### config.mk
export PLATFORM = sky130hd
export DESIGN_NAME = mem_access_ctrl
export DESIGN_NICKNAME = d
export VERILOG_FILES = /design/src/rtl/mem_ctrl_pkg.sv /design/src/rtl/mem_wait_counter.sv /design/src/rtl/mem_access_ctrl.sv
export SDC_FILE = /design/constraint.sdc
export NUM_CORES = 1
export LEC_CHECK = 0
export CAP_MARGIN = 20
export CORE_UTILIZATION = 32
export DETAILED_ROUTE_END_ITERATION = 8
export HOLD_SLACK_MARGIN = 0.15
export SKIP_CTS_REPAIR_TIMING = 1
export SLEW_MARGIN = 20
export SYNTH_ARGS = -nofsm -noshare
export SYNTH_HDL_FRONTEND = slang
export SYNTH_HIERARCHICAL = 1
export SYNTH_SLANG_ARGS = --single-unit
### constraint.sdc
create_clock -name clk -period 2.1 [get_ports clk]
set_clock_uncertainty 0.15 [all_clocks]
set_input_delay 0.315 -clock clk [delete_from_list [all_inputs] [get_ports clk]]
set_output_delay 0.315 -clock clk [all_outputs]
set_load 0.005 [all_outputs]
### src/rtl/mem_ctrl_pkg.sv
// Shared types and constants for the multicycle memory-port sequencer.
// State encoding plus the IorD address-mux select values.
package mem_ctrl_pkg;

  typedef enum logic [1:0] {
    IDLE  = 2'd0,
    FETCH = 2'd1,
    LOAD  = 2'd2,
    STORE = 2'd3
  } state_t;

  localparam logic IORD_PC  = 1'b0;
  localparam logic IORD_ALU = 1'b1;

endpackage

### src/rtl/mem_wait_counter.sv
// Loadable down-counter with a zero flag; times one memory access.
// Load wins over decrement; decrement saturates at zero.
module mem_wait_counter #(
  parameter int CNT_W = 4
) (
  input  logic             clk,
  input  logic             rst_n,
  input  logic             i_load,
  input  logic [CNT_W-1:0] i_load_val,
  input  logic             i_dec,
  output logic             o_zero
);

  logic [CNT_W-1:0] r_cnt;

  always_ff @(posedge clk or negedge rst_n) begin
    if (!rst_n) begin
      r_cnt <= '0;
    end else if (i_load) begin
      r_cnt <= i_load_val;
    end else if (i_dec && (r_cnt != '0)) begin
      r_cnt <= r_cnt - 1'b1;
    end
  end

  assign o_zero = (r_cnt == '0);

endmodule

### src/rtl/mem_access_ctrl.sv
// Memory-port sequencer arbitrating fetch vs load/store over one shared memory.
// Optional MEM_ACCESS_RR_EN selects round-robin arbitration instead of data-over-fetch priority.
module mem_access_ctrl
  import mem_ctrl_pkg::*;
#(
  parameter int MEM_LATENCY = 2,
  parameter int CNT_W       = 4
) (
  input  logic clk,
  input  logic rst_n,
  input  logic fetch_req,
  input  logic data_req,
  input  logic data_we,
  output logic IorD,
  output logic mem_read,
  output logic mem_write,
  output logic ir_write,
  output logic pc_write,
  output logic mdr_write,
  output logic fetch_done,
  output logic data_done,
  output logic busy
);

  localparam logic [CNT_W-1:0] LOAD_VAL = CNT_W'(MEM_LATENCY - 1);

  state_t r_state;
  state_t w_next_state;
  logic   r_iord;
  logic   w_next_iord;
  logic   w_start;
  logic   w_grant_data;
  logic   w_zero;
  logic   w_busy;
  logic   w_final;

`ifdef MEM_ACCESS_RR_EN
  // 0 = fetch was granted last, 1 = data was granted last
  logic r_last_grant;

  always_ff @(posedge clk or negedge rst_n) begin
    if (!rst_n) begin
      r_last_grant <= 1'b0;
    end else if (w_start) begin
      r_last_grant <= w_grant_data;
    end
  end
`endif

  always_ff @(posedge clk or negedge rst_n) begin
    if (!rst_n) begin
      r_state <= IDLE;
      r_iord  <= IORD_PC;
    end else begin
      r_state <= w_next_state;
      r_iord  <= w_next_iord;
    end
  end

  always_comb begin
    w_next_state = r_state;
    w_next_iord  = r_iord;
    w_start      = 1'b0;
    w_grant_data = 1'b0;
    case (r_state)
      IDLE: begin
`ifdef MEM_ACCESS_RR_EN
        w_grant_data = data_req && !(fetch_req && r_last_grant);
`else
        w_grant_data = data_req;
`endif
        if (w_grant_data) begin
          w_next_state = data_we ? STORE : LOAD;
          w_next_iord  = IORD_ALU;
          w_start      = 1'b1;
        end else if (fetch_req) begin
          w_next_state = FETCH;
          w_next_iord  = IORD_PC;
          w_start      = 1'b1;
        end
      end
      default: begin
        if (w_zero) begin
          w_next_state = IDLE;
        end
      end
    endcase
  end

  mem_wait_counter #(
    .CNT_W(CNT_W)
  ) u_wait_cnt (
    .clk       (clk),
    .rst_n     (rst_n),
    .i_load    (w_start),
    .i_load_val(LOAD_VAL),
    .i_dec     (w_busy),
    .o_zero    (w_zero)
  );

  // Counter is registered, so every output below is a decode of registers only.
  assign w_busy  = (r_state != IDLE);
  assign w_final = w_busy && w_zero;

  assign IorD       = r_iord;
  assign busy       = w_busy;
  assign mem_read   = (r_state == FETCH) || (r_state == LOAD);
  assign mem_write  = (r_state == STORE);
  assign ir_write   = (r_state == FETCH) && w_final;
  assign pc_write   = (r_state == FETCH) && w_final;
  assign fetch_done = (r_state == FETCH) && w_final;
  assign mdr_write  = (r_state == LOAD) && w_final;
  assign data_done  = ((r_state == LOAD) || (r_state == STORE)) && w_final;

endmodule

==> flow_metrics.py <==
metrics = {
    "logic_synthesis": {
        "synth_enable_flop_cells": 0,
        "yosys_register_bits": 7,
        "synth-warning-count": 6,
        "synth.avg_cell_area_sq_um": 9.546,
        "syn-instance-count": 54,
        "ys.flop_type": "sky130_fd_sc_hd__dfrtp_1",
        "postSynth.asyncResetShare": 1.000,
        "synth_sequential_area_ratio": 0.3398,
        "post_synth_instance_area_sq_um": 515.5,
        "netlist-cell-type-count": 28,
    },
    "sta": {
        "fin_crit_sh": 0.9580,
        "max_freq_mhz": 497.1,
        "finalSetupTns_ns": 0,
        "worst_hold_slack_ns": 0.1734,
        "period_minus_slack_ns": 2.012,
        "timing_hold_violations_final": 0,
        "timing.final.max_slew_violations": 0,
        "final-setup-viol-count": 0,
    },
    "route": {
        "iteration_0_drc_count_of_the_detailed_router": 4,
        "totalWireLength_um": 1118,
        "detail_route.vias_per_cell": 4.602,
        "detailroute.via_count": 451,
        "first_pass_iters": 2,
        "ant_nets": 0,
        "routed_wire_length_per_instance_um": 11.41,
        "remaining_drc_errors": 0,
    },
    "setup_path": {
        "crit_slowest_cell": "sky130_fd_sc_hd__clkdlybuf4s50_1",
        "crit_path_max_cell_delay_ns": 0.51,
        "r2r_end": "u_wait_cnt/r_cnt[3]",
        "startpoint_type": "flip-flop",
        "rr_startpoint": "r_state[1]",
        "timing.critical_path.buf_inv": 3,
        "critical_path_depth": 4,
        "cp_launch_point": "r_state[1]",
        "cpLargestDelayFamily": "buffers and inverters",
        "critPathKind": "flip-flop to primary output",
        "end_kind": "primary output",
        "worstPathArrival_ns": 1.55,
        "timing.critical_path.required_ns": 1.63,
        "timing.critical_path.fanout_max": 7,
        "critical_path.cell_chain": "inv_1 > ha_1 > inv_2 > clkdlybuf4s50_1",
        "worst_reg2reg_path_length_in_cells": 6,
        "r2r_slack_ns": 0.25,
        "worstSetupEndpoint": "busy",
    },
    "final_layout": {
        "most_used_cells_in_the_layout_excluding_fill_and_tap_cells": "sky130_fd_sc_hd__buf_4, sky130_fd_sc_hd__clkdlybuf4s50_1, sky130_fd_sc_hd__dfrtp_1",
        "finalNonFillerCells": 98,
        "mostFrequentLayoutCell": "sky130_fd_sc_hd__buf_4",
        "layout-drive-gt1-share": 0.2927,
        "final.fill_count": 144,
        "multi_input_area_sq_um": 312.8,
        "num-nets-final": 93,
        "n_antenna_cell": 0,
        "layout.cell_area.non_filler_sq_um": 782.0,
        "area_growth_syn_to_layout_pct": 51.70,
        "regArea_sq_um": 175.2,
    },
    "pwr": {
        "finalPower_mw": 1.155,
        "total_leakage_power_nw": 0.4461,
        "pwr_density_cell_nw_per_um2": 1477,
        "peakVddDrop_uv": 614.5,
    },
    "min_path": {
        "worstHoldPathType": "primary input to async pin",
    },
    "clock_tree": {
        "clock_path_buffers": 2,
        "path_clk_slew_ns": 0.05,
        "cts-root-buf": "sky130_fd_sc_hd__clkbuf_4",
        "cts_tree": "yes",
        "cts.htree.levels": 1,
        "cts_made_buffers": 3,
        "clock_insertion_delay_worst_skew_ns": 0.25,
        "cts_num_sinks": 7,
    },
    "placed_design": {
        "hpwlAfterDp_um": 811.5,
        "gp_congestion": 0.7229,
        "detailed_place.area_sq_um": 706.9,
        "portBuffers": 13,
        "dpl.cell_count": 90,
    },
    "floorplanning": {
        "pin_count": 14,
        "floorplan.initialDensity": 0.3422,
        "floorplan_die_area_sq_um": 1775,
        "rows": 14,
        "floorplan.core_area_sq_um": 1506,
        "dieHeight_um": 42.14,
        "die_width_um": 42.14,
    },
    "global_routing": {
        "grt_start_max_net_pins": 8,
        "remaining_overflow_grt": 0,
        "grtUsageTotal": 0.1548,
        "grt_pass1_wl_um": 2014,
        "vias_in_the_first_global_route": 480,
        "antenna_found_initial": 0,
    },
    "flow_run": {
        "maxcap_viol_count": 0,
    },
    "outcome": {
        "run_status": "finished, final reports clean",
    },
}
[state kept, by name (all words and copies together) (netlist names)]
register	flops
IorD	1
r_state	2
u_wait_cnt/r_cnt	4
[final cells by class]
| type | count | share of cell area |
|---|---|---|
| Tap cell | 16 | 0.02560 |
| Timing Repair Buffer | 25 | 0.2880 |
| Multi-Input combinational cell | 40 | 0.4000 |
| Inverter | 6 | 0.02880 |
| Clock buffer | 4 | 0.03360 |
| Sequential cell | 7 | 0.2240 |
[per-stage QoR]
| step | setup slack [ns] | utilization |
|---|---|---|
| 6_report | 0.08816 | 0.5191 |
| 5_1_grt | -0.02658 | 0.5191 |
| 4_1_cts | -0.3049 | 0.4867 |
| 3_5_place_dp | -0.002724 | 0.4693 |
| 3_3_place_gp | 0.04169 | 0.4693 |
| 2_1_floorplan | 0.2504 | - |
[kinds of logic after synthesis]
kind of cell	share of synthesized area
compound gates	0.1699
fa+ha+maj	0.1214
buf+inv	0.09465
flops	0.3398
other cells	0.01457
simple gates	0.2597
[Yosys cell counts (2+ instances only)]
library cell	number	area [sq um]
sky130_fd_sc_hd__dfrtp_1	7	175.2
sky130_fd_sc_hd__ha_1	5	62.56
sky130_fd_sc_hd__inv_1	5	18.77
sky130_fd_sc_hd__nand2_1	4	15.01
sky130_fd_sc_hd__nor2_1	4	15.01
sky130_fd_sc_hd__and3_1	2	12.51
sky130_fd_sc_hd__buf_4	2	15.01
sky130_fd_sc_hd__conb_1	2	7.510
sky130_fd_sc_hd__nand2b_1	2	12.51
sky130_fd_sc_hd__nor3_1	2	10.01
sky130_fd_sc_hd__o21ai_0	2	10.01
[per-layer routing]
metal | GRT usage | vias to the layer above | part of all wire
met1 | 0.2005 | 198 | 0.47
met4 | 0.1125 | 0 | 0.0098
met3 | 0.03017 | 2 | 0.047
li1 | - | 239 | -
met5 | 0 | - | 0
met2 | 0.2281 | 12 | 0.47
[report_power, final]
group / switching (mW) / leakage (nW) / internal (mW)
registers: 0.0624 / 0.0841 / 0.207
logic: 0.320 / 0.347 / 0.446
clock network: 0.0464 / 0.0150 / 0.0723
[worst min path at each step]
stage / startpoint / endpoint
after CTS: rst_n / u_wait_cnt/r_cnt[1]
after global placement: IorD / IorD
final: rst_n / u_wait_cnt/r_cnt[1]
after global routing: rst_n / u_wait_cnt/r_cnt[1]
after detailed placement: IorD / IorD
after floorplan: rst_n / IorD
Power figures use the tool's default switching activity.
